`src/rtl/note_scanner_pkg.sv`:
```
// note_scanner_pkg: lane geometry, FSM state set and the row/lane -> x mapping.
package note_scanner_pkg;
  localparam int NUM_LANES = 5;
  localparam int X_BASE [NUM_LANES] = '{130, 145, 160, 175, 190};
  localparam int X_SLOPE [NUM_LANES] = '{-12, -6, 0, 6, 12};
  typedef enum logic [2:0] {ST_IDLE, ST_FETCH, ST_LATCH, ST_CHECK, ST_ISSUE, ST_WAIT, ST_NEXT} state_t;
  // Lanes fan out from the centre column; lower rows spread wider.
  function automatic logic [8:0] lane_x(input logic [2:0] row, input logic [2:0] lane);
    int v;
    v = 0;
    for (int l = 0; l < NUM_LANES; l++)
      if (int'(lane) == l + 1) v = X_BASE[l] + X_SLOPE[l] * int'(row);
    return 9'(v);
  endfunction
endpackage

```
`src/rtl/note_scanner_if.sv`:
```
// note_scanner_if: grid-memory, plotter and frame-control signals of the note scanner.
// NOTE_SCANNER_PAUSE_EN adds the pause input.
interface note_scanner_if;
  logic       start;
  logic       clear_mode;
  logic [2:0] row_addr;
  logic [4:0] row_data;
  logic       plot_note;
  logic       clear_note;
  logic       enable_plotter;
  logic [8:0] x_out;
  logic [7:0] y_out;
  logic       plotter_done;
  logic       busy;
  logic       frame_done;
`ifdef NOTE_SCANNER_PAUSE_EN
  logic       pause;
`endif
  modport master (
`ifdef NOTE_SCANNER_PAUSE_EN
    output pause,
`endif
    output start, clear_mode, row_data, plotter_done,
    input  row_addr, plot_note, clear_note, enable_plotter, x_out, y_out, busy, frame_done
  );
  modport slave (
`ifdef NOTE_SCANNER_PAUSE_EN
    input  pause,
`endif
    input  start, clear_mode, row_data, plotter_done,
    output row_addr, plot_note, clear_note, enable_plotter, x_out, y_out, busy, frame_done
  );
endinterface

```
`src/rtl/note_scanner_lane_xy.sv`:
```
// lane_xy: combinational screen origin of the note at (row, lane).
module lane_xy
  import note_scanner_pkg::*;
#(
  parameter int Y_BASE  = 40,
  parameter int Y_PITCH = 26
) (
  input  logic [2:0] i_row,
  input  logic [2:0] i_lane,
  output logic [8:0] o_x,
  output logic [7:0] o_y
);
  always_comb begin
    o_x = lane_x(i_row, i_lane);
    o_y = 8'(Y_BASE + Y_PITCH * int'(i_row));
  end
endmodule

```
`src/rtl/note_scanner.sv`:
```
// note_scanner: scans the note grid row by row, issuing one plot/clear command per set lane bit.
// Optional macro NOTE_SCANNER_PAUSE_EN adds a pause input that stalls FETCH, CHECK and NEXT.
module note_scanner
  import note_scanner_pkg::*;
#(
  parameter int NUM_ROWS = 8,
  parameter int Y_BASE   = 40,
  parameter int Y_PITCH  = 26
) (
  input logic          clk,
  input logic          resetn,
  note_scanner_if.slave bus
);
  localparam logic [2:0] IDLE      = ST_IDLE;
  localparam logic [2:0] FETCH     = ST_FETCH;
  localparam logic [2:0] LATCH     = ST_LATCH;
  localparam logic [2:0] CHECK     = ST_CHECK;
  localparam logic [2:0] ISSUE     = ST_ISSUE;
  localparam logic [2:0] WAIT      = ST_WAIT;
  localparam logic [2:0] NEXT      = ST_NEXT;
  localparam logic [2:0] LAST_ROW  = 3'(NUM_ROWS - 1);
  localparam logic [2:0] LAST_LANE = 3'(NUM_LANES);
  logic [2:0] r_state, r_row, r_lane;
  logic [4:0] r_buf;
  logic       r_mode, r_en, r_plot, r_clr, r_done;
  logic [8:0] r_x, w_x;
  logic [7:0] r_y, w_y;
  logic       w_pause, w_bit;
`ifdef NOTE_SCANNER_PAUSE_EN
  assign w_pause = bus.pause;
`else
  assign w_pause = 1'b0;
`endif
  assign w_bit              = r_buf[r_lane - 3'd1];
  assign bus.row_addr       = r_row;
  assign bus.x_out          = r_x;
  assign bus.y_out          = r_y;
  assign bus.enable_plotter = r_en;
  assign bus.plot_note      = r_plot;
  assign bus.clear_note     = r_clr;
  assign bus.busy           = r_state != IDLE;
  assign bus.frame_done     = r_done;
  lane_xy #(.Y_BASE(Y_BASE), .Y_PITCH(Y_PITCH)) u_xy (
    .i_row (r_row),
    .i_lane(r_lane),
    .o_x   (w_x),
    .o_y   (w_y)
  );
  always_ff @(posedge clk or negedge resetn) begin
    if (!resetn) begin
      r_state <= IDLE;
      r_row   <= '0;
      r_lane  <= '0;
      r_buf   <= '0;
      r_mode  <= 1'b0;
      r_x     <= '0;
      r_y     <= '0;
      r_en    <= 1'b0;
      r_plot  <= 1'b0;
      r_clr   <= 1'b0;
      r_done  <= 1'b0;
    end else begin
      r_done <= 1'b0;
      case (r_state)
        IDLE: if (bus.start) begin
          r_state <= FETCH;
          r_row   <= '0;
          r_lane  <= 3'd1;
          r_mode  <= bus.clear_mode;
        end
        FETCH: if (!w_pause) r_state <= LATCH;
        LATCH: begin
          r_buf   <= bus.row_data;
          r_state <= CHECK;
        end
        CHECK: if (!w_pause) r_state <= w_bit ? ISSUE : NEXT;
        ISSUE: begin
          r_x     <= w_x;
          r_y     <= w_y;
          r_en    <= 1'b1;
          r_plot  <= !r_mode;
          r_clr   <= r_mode;
          r_state <= WAIT;
        end
        // Command drops on the done edge; NEXT/CHECK/ISSUE then guarantee a low gap.
        WAIT: if (bus.plotter_done) begin
          r_en    <= 1'b0;
          r_plot  <= 1'b0;
          r_clr   <= 1'b0;
          r_state <= NEXT;
        end
        NEXT: if (!w_pause) begin
          if (r_lane < LAST_LANE) begin
            r_lane  <= r_lane + 3'd1;
            r_state <= CHECK;
          end else if (r_row < LAST_ROW) begin
            r_row   <= r_row + 3'd1;
            r_lane  <= 3'd1;
            r_state <= FETCH;
          end else begin
            r_done  <= 1'b1;
            r_state <= IDLE;
          end
        end
        default: r_state <= IDLE;
      endcase
    end
  end
endmodule

```
`src/flat_wrapper.sv`:
```
// flat-port wrapper written by rule: the top's interface ports become plain ports
module note_scanner_flat import note_scanner_pkg::*;
#(
  parameter int NUM_ROWS = 8,
  parameter int Y_BASE   = 40,
  parameter int Y_PITCH  = 26
)
  (clk, resetn, bus_start, bus_clear_mode, bus_row_data, bus_plotter_done, bus_row_addr, bus_plot_note, bus_clear_note, bus_enable_plotter, bus_x_out, bus_y_out, bus_busy, bus_frame_done);
  note_scanner_if bus_i ();
  input logic clk;
  input logic resetn;
  input wire logic [$bits(bus_i.start)-1:0] bus_start;
  input wire logic [$bits(bus_i.clear_mode)-1:0] bus_clear_mode;
  input wire logic [$bits(bus_i.row_data)-1:0] bus_row_data;
  input wire logic [$bits(bus_i.plotter_done)-1:0] bus_plotter_done;
  output wire logic [$bits(bus_i.row_addr)-1:0] bus_row_addr;
  output wire logic [$bits(bus_i.plot_note)-1:0] bus_plot_note;
  output wire logic [$bits(bus_i.clear_note)-1:0] bus_clear_note;
  output wire logic [$bits(bus_i.enable_plotter)-1:0] bus_enable_plotter;
  output wire logic [$bits(bus_i.x_out)-1:0] bus_x_out;
  output wire logic [$bits(bus_i.y_out)-1:0] bus_y_out;
  output wire logic [$bits(bus_i.busy)-1:0] bus_busy;
  output wire logic [$bits(bus_i.frame_done)-1:0] bus_frame_done;
  assign bus_i.start = bus_start;
  assign bus_i.clear_mode = bus_clear_mode;
  assign bus_i.row_data = bus_row_data;
  assign bus_i.plotter_done = bus_plotter_done;
  assign bus_row_addr = bus_i.row_addr;
  assign bus_plot_note = bus_i.plot_note;
  assign bus_clear_note = bus_i.clear_note;
  assign bus_enable_plotter = bus_i.enable_plotter;
  assign bus_x_out = bus_i.x_out;
  assign bus_y_out = bus_i.y_out;
  assign bus_busy = bus_i.busy;
  assign bus_frame_done = bus_i.frame_done;
  note_scanner #(.NUM_ROWS(NUM_ROWS), .Y_BASE(Y_BASE), .Y_PITCH(Y_PITCH)) u_core (.clk(clk), .resetn(resetn), .bus(bus_i));
endmodule
```
`config.mk`:
```
export PLATFORM = sky130hd
export DESIGN_NAME = note_scanner_flat
export DESIGN_NICKNAME = d
export VERILOG_FILES = /design/src/rtl/note_scanner_pkg.sv /design/src/rtl/note_scanner_if.sv /design/src/rtl/note_scanner_lane_xy.sv /design/src/rtl/note_scanner.sv /design/src/flat_wrapper.sv
export SDC_FILE = /design/constraint.sdc
export NUM_CORES = 1
export LEC_CHECK = 0
export BUFFER_PORTS_ARGS = -buffer_cell sky130_fd_sc_hd__buf_4
export CAP_MARGIN = 10
export CELL_PAD_IN_SITES_DETAIL_PLACEMENT = 0
export CELL_PAD_IN_SITES_GLOBAL_PLACEMENT = 1
export CORE_ASPECT_RATIO = 0.8
export CORE_MARGIN = 1
export CORE_UTILIZATION = 44
export CTS_BUF_LIST = sky130_fd_sc_hd__clkbuf_4 sky130_fd_sc_hd__clkbuf_8 sky130_fd_sc_hd__clkbuf_16
export CTS_CLUSTER_DIAMETER = 60
export DETAILED_ROUTE_END_ITERATION = 10
export PLACE_DENSITY_LB_ADDON = 0.1
export SLEW_MARGIN = 20
export SYNTH_ARGS = -nofsm -noshare
export SYNTH_HDL_FRONTEND = slang
export SYNTH_SLANG_ARGS = --single-unit
```
`constraint.sdc`:
```
create_clock -name clk -period 3.1 [get_ports clk]
set_input_delay 0.62 -clock clk [delete_from_list [all_inputs] [get_ports clk]]
set_output_delay 0.62 -clock clk [all_outputs]
set_load 0.1 [all_outputs]
```
==> flow_metrics.env, run 1 <==
export IMPL_status="complete, no violations"
export IMPL_fin_tns_setup_ns=0
export IMPL_r2r_slack_ns=0.31
export IMPL_rr_endpoint="u_core.bus.x_out[6]"
export IMPL_drive_gt1_frac=0.204
export IMPL_yosys_area_top_type="dfrtp_1"
export IMPL_rsz0062_at_grt="no"
export IMPL_startpoint_type="flop"
export IMPL_maxSlewHeadroom=0.358
export IMPL_rows=23
export IMPL_cts_tree="yes"
export IMPL_synth_seq_cells=35
export IMPL_yosysSeqAreaShare=0.379
export IMPL_htreeDepth=2
export IMPL_route_detailed_drc=0
export IMPL_post_cts_setup_buffers=0
export IMPL_fp_dieW_um=83.0
export IMPL_drtIter0Drc=125
export IMPL_hpwl_um=3520
export IMPL_cp_max_fo=6
export IMPL_io_pins=35
export IMPL_synth_cells=243
export IMPL_root_buffer="clkbuf_8"
export IMPL_holdBufCountCts=0
export IMPL_arrival_ns=2.96
export IMPL_hold_path_class="in2async"
export IMPL_ys_top_cells_by_count="35 x dfrtp_1, 26 x o21ai_0, 25 x nand2_1"
export IMPL_finalHoldViolations=0
export IMPL_cp_end_kind="flop"
export IMPL_cts_path_max_buffers=2
export IMPL_cap_viol_max_count=0
export IMPL_regArea_um2=876
export IMPL_ys_async_sr_fraction=1.00
export IMPL_wl_um=5060
export IMPL_overflow=0
export IMPL_grt_pass1_vias=1617
export IMPL_fin_crit_sh=0.900
export IMPL_maxUsedRoutingLayer="met4"
export IMPL_yosys_warnings=0
export IMPL_required_ns=3.27
export IMPL_slew_violations=0
export IMPL_insertion_delay_ns=0.28
export IMPL_grt_pass1_wl_um=8430
export IMPL_wl_met2_um=2020
export IMPL_portBuffers=33
export IMPL_cts_made_buffers=5
export IMPL_grt_max_degree=36
export IMPL_synth_most_common_cell="dfrtp_1"
export IMPL_clk_pin_slew_worst_paths_ns=0.08
export IMPL_fillerInstances=473
export IMPL_setup_violations_final=0
export IMPL_start_util=0.459
export IMPL_first_pass_iters=4
export IMPL_crit_type="reg2reg"
export IMPL_num_vias=1801
export IMPL_finalCriticalPeriod_ns=2.79
export IMPL_dr_wl_met3_um=275
export IMPL_postRouteAntennaNets=0
export IMPL_cts_sinks=35
export IMPL_via_per_inst=5.44
export IMPL_multi_input_area_um2=1270
export IMPL_syn_area_um2=2310
export IMPL_wl_per_cell_um=15.3
export IMPL_antenna_cells=0
export IMPL_avgSynthCellArea_um2=9.51
export IMPL_coreArea_um2=5040
export IMPL_fmax_mhz=358
export IMPL_cts_resized=0
export IMPL_syn2layout_area_growth_pct=14.3
export IMPL_gp_congestion=0.801
export IMPL_met1Wirelength_um=2720
export IMPL_synth_edf_count=0
export IMPL_antenna_found_initial=0
export IMPL_r2r_cells=9
export IMPL_final_net_count=297
export IMPL_regToRegStartpoint="u_core.bus.row_addr[1]"
export IMPL_grt_use_total=0.196
export IMPL_ys_flop_type="dfrtp_1"
export IMPL_syn_nets=272
export IMPL_netlist_area_leader_share=0.379
export IMPL_tightest_slew_ns=0.962
export IMPL_die_h_um=66.8
export IMPL_synth_area_top_cells="dfrtp_1 38%, ha_1 8.7%, o21ai_0 5.6%"
export IMPL_synth_cell_types=48
export IMPL_dieArea_um2=5550
export IMPL_skew_ns=0.00616
-- flip-flops by register name, indices dropped and copies added, names as in the netlist --
| name | count |
|---|---|
| u_core.bus.enable_plotter | 1 |
| u_core.r_state | 3 |
| u_core.bus.plot_note | 1 |
| u_core.r_lane | 3 |
| u_core.r_mode | 1 |
| u_core.bus.frame_done | 1 |
| u_core.bus.y_out | 7 |
| u_core.bus.row_addr | 3 |
| u_core.r_buf | 5 |
| u_core.bus.x_out | 9 |
| u_core.bus.clear_note | 1 |
-- logic make-up after synthesis --
kind of cell	count (synthesis)	synth area share
simple gates	68	0.146
buf+inv	32	0.0698
other cells	1	0.00162
fa+ha+maj	19	0.113
compound gates	67	0.194
xor+xnor	9	0.0341
flops	35	0.379
mux	12	0.0634
-- layer usage --
metal,vias up,GRT usage
met5,-,0
met4,0,0.0582
met3,4,0.0421
met2,48,0.288
met1,847,0.287
li1,902,-
-- final cells by class --
cell class | count | area share
Multi-Input combinational cell | 176 | 0.482
Sequential cell | 35 | 0.332
Timing Repair Buffer | 34 | 0.0966
Clock buffer | 7 | 0.0341
Tap cell | 62 | 0.0294
Inverter | 16 | 0.0227
Clock inverter | 1 | 0.00332
-- worst max-delay path, stage by stage (launching register included) --
cell      delay, ns
dfrtp_1        0.48
inv_1          0.19
ha_1           0.40
ha_1           0.28
fa_1           0.52
ha_1           0.22
xnor2_1        0.12
mux2i_1        0.13
o221ai_1       0.14
a22o_1         0.20
-- worst max path at each step --
stage	startpoint	end
2_1_floorplan	u_core.bus.row_addr[2]	u_core.bus.x_out[6]
3_3_place_gp	u_core.bus.row_addr[1]	u_core.bus.x_out[5]
3_5_place_dp	u_core.bus.row_addr[1]	u_core.bus.x_out[6]
4_1_cts	u_core.bus.row_addr[1]	u_core.bus.x_out[5]
5_1_grt	u_core.bus.row_addr[1]	u_core.bus.x_out[5]
6_report	u_core.bus.row_addr[1]	u_core.bus.x_out[6]
-- cell usage in the layout (no fill, tap or decap), drive strengths merged, types with 3 or more instances in the layout --
cell type  count
a21oi          9
a22o           5
a31oi          4
buf           34
clkbuf         7
dfrtp         35
fa             3
ha            16
inv           16
mux2           8
mux2i          3
nand2         25
nand2b         4
nand3          3
nand3b         3
nor2          15
nor3           4
nor3b          3
o211ai         3
o21a           4
o21ai         26
o221ai         3
or3            4
xnor2          6
xor2           3
-- stage by stage --
step,instances,worst slack [ns],hold slack (ns),instance area [um^2],util
after floorplan,243,0.288,0.324,2310,-
after global placement,323,0.473,0.462,2540,0.505
after detailed placement,323,0.364,0.469,2540,0.505
after CTS,331,0.313,0.297,2640,0.524
after global routing,331,0.0626,0.310,2640,0.524
final,331,0.310,0.281,2640,0.524
Power of run 1 is left out: the tool's default activity adds up to more than one toggle a clock period on the data nets, which glitch-free logic cannot reach.
==> run 2: changes to the inputs <==
Clock period 3.1 ns to 2.7 ns, I/O delays scaled along.
==> flow_metrics.env, run 2 (synthesized netlist as in run 1, its figures left out) <==
export IMPL_status="complete, no violations"
export IMPL_cap_viol_max_count=0
export IMPL_final_cell_mix="39 x buf_4, 33 x dfrtp_1, 26 x o21ai_0"
export IMPL_r2r_slack_ns=0.25
export IMPL_grt_pass1_wl_um=8510
export IMPL_place_area_um2=2580
export IMPL_dieArea_um2=5550
export IMPL_num_vias=1792
export IMPL_finalHoldViolations=0
export IMPL_fillerInstances=464
export IMPL_arrival_ns=2.62
export IMPL_grt_pass1_vias=1610
export IMPL_htreeDepth=2
export IMPL_crit_type="reg2reg"
export IMPL_maxSlewHeadroom=0.377
export IMPL_startpoint_type="flop"
export IMPL_placedCellCount=328
export IMPL_root_buffer="clkbuf_8"
export IMPL_wl_per_cell_um=15.1
export IMPL_start_util=0.459
export IMPL_hold_path_class="in2async"
export IMPL_gp_congestion=0.800
export IMPL_portBuffers=33
export IMPL_fmax_mhz=408
export IMPL_cts_sinks=35
export IMPL_hpwl_um=3580
export IMPL_final_net_count=302
export IMPL_final_cell_area_um2=2700
export IMPL_first_pass_iters=4
export IMPL_postRouteAntennaNets=0
export IMPL_fin_tns_setup_ns=0
export IMPL_largest_register_ffs=9
export IMPL_fp_dieW_um=83.0
export IMPL_grt_max_degree=36
export IMPL_io_pins=35
export IMPL_cp_end_kind="flop"
export IMPL_rows=23
export IMPL_slew_violations=0
export IMPL_cp_max_fo=6
export IMPL_tightest_slew_ns=0.935
export IMPL_drive_gt1_frac=0.226
export IMPL_via_per_inst=5.33
export IMPL_holdBufCountCts=0
export IMPL_antenna_cells=0
export IMPL_antenna_found_initial=0
export IMPL_overflow=0
export IMPL_setup_violations_final=0
export IMPL_cts_made_buffers=5
export IMPL_layout_commonest_cell="buf_4"
export IMPL_insertion_delay_ns=0.29
export IMPL_drtIter0Drc=129
export IMPL_clk_pin_slew_worst_paths_ns=0.08
export IMPL_fin_crit_sh=0.908
export IMPL_cts_tree="yes"
export IMPL_required_ns=2.87
export IMPL_finalCriticalPeriod_ns=2.45
export IMPL_grt_use_total=0.198
export IMPL_rsz0062_at_grt="no"
export IMPL_die_h_um=66.8
export IMPL_route_detailed_drc=0
export IMPL_wl_um=5060
export IMPL_skew_ns=0.00947
export IMPL_coreArea_um2=5040
export IMPL_syn2layout_area_growth_pct=16.8
export IMPL_stdcell_count=336
export IMPL_cts_path_max_buffers=2
## run 2: cell types whose count changed in the layout (fill, tap and decap cells not counted)
cell and delta:
buf_4 +5, bufinv_16 +1, clkbuf_4 -1, clkinv_2 +1, clkinv_4 -1, dfrtp_1 -2, dfrtp_2 +2
## run 2: layout make-up
class	instances	area, um^2	share of cell area
multi-input combinational	176	1270	0.472
sequential	35	878	0.325
timing repair buffer	39	293	0.108
clock buffer	6	82.6	0.0306
tap	62	77.6	0.0287
inverter	16	60.1	0.0222
clock inverter	2	35.0	0.0130
## run 2: layer usage
metal	wire length (um)	up-vias	GRT usage
li1	-	909	-
met1	2720	838	0.302
met2	2080	38	0.278
met3	217	7	0.0446
met4	54	0	0.0517
met5	0	-	0
## run 2: final timing paths
path                                           start                         to  cells after the start
max                           u_core.bus.row_addr[1]        u_core.bus.x_out[5]                      9
min                                           resetn        u_core.bus.y_out[1]                      1
max reg2reg                   u_core.bus.row_addr[1]        u_core.bus.x_out[5]                      9
min reg2reg                u_core.bus.enable_plotter  u_core.bus.enable_plotter                      2
max in group asynchronous                     resetn     u_core.bus.row_addr[1]                      1
min in group clk           u_core.bus.enable_plotter  u_core.bus.enable_plotter                      2
## run 2: worst max-delay path, stage by stage, from the launching register on
cell and delay (ns):
dfrtp_2 0.43, inv_1 0.07, ha_1 0.30, ha_1 0.25, fa_1 0.57, ha_1 0.24
a21oi_1 0.13, o21ai_0 0.09, o211ai_1 0.16, o21ai_0 0.10
## run 2: through the flow
stage | setup slack, ns | hold WS, ns | utilization
after CTS | 0.172 | 0.212 | 0.536
after global routing | 0.0116 | 0.236 | 0.536
final | 0.248 | 0.204 | 0.536
after detailed placement | 0.218 | 0.467 | 0.513
after global placement | 0.268 | 0.461 | 0.513
after floorplan | 0.0719 | 0.244 | -
## run 2: timing repair
item                       4_1_cts  5_1_grt
gates resized for setup          0        1
setup endpoints to repair        0        1
setup buffers                    0        0
Power of run 2 is left out for the same reason.
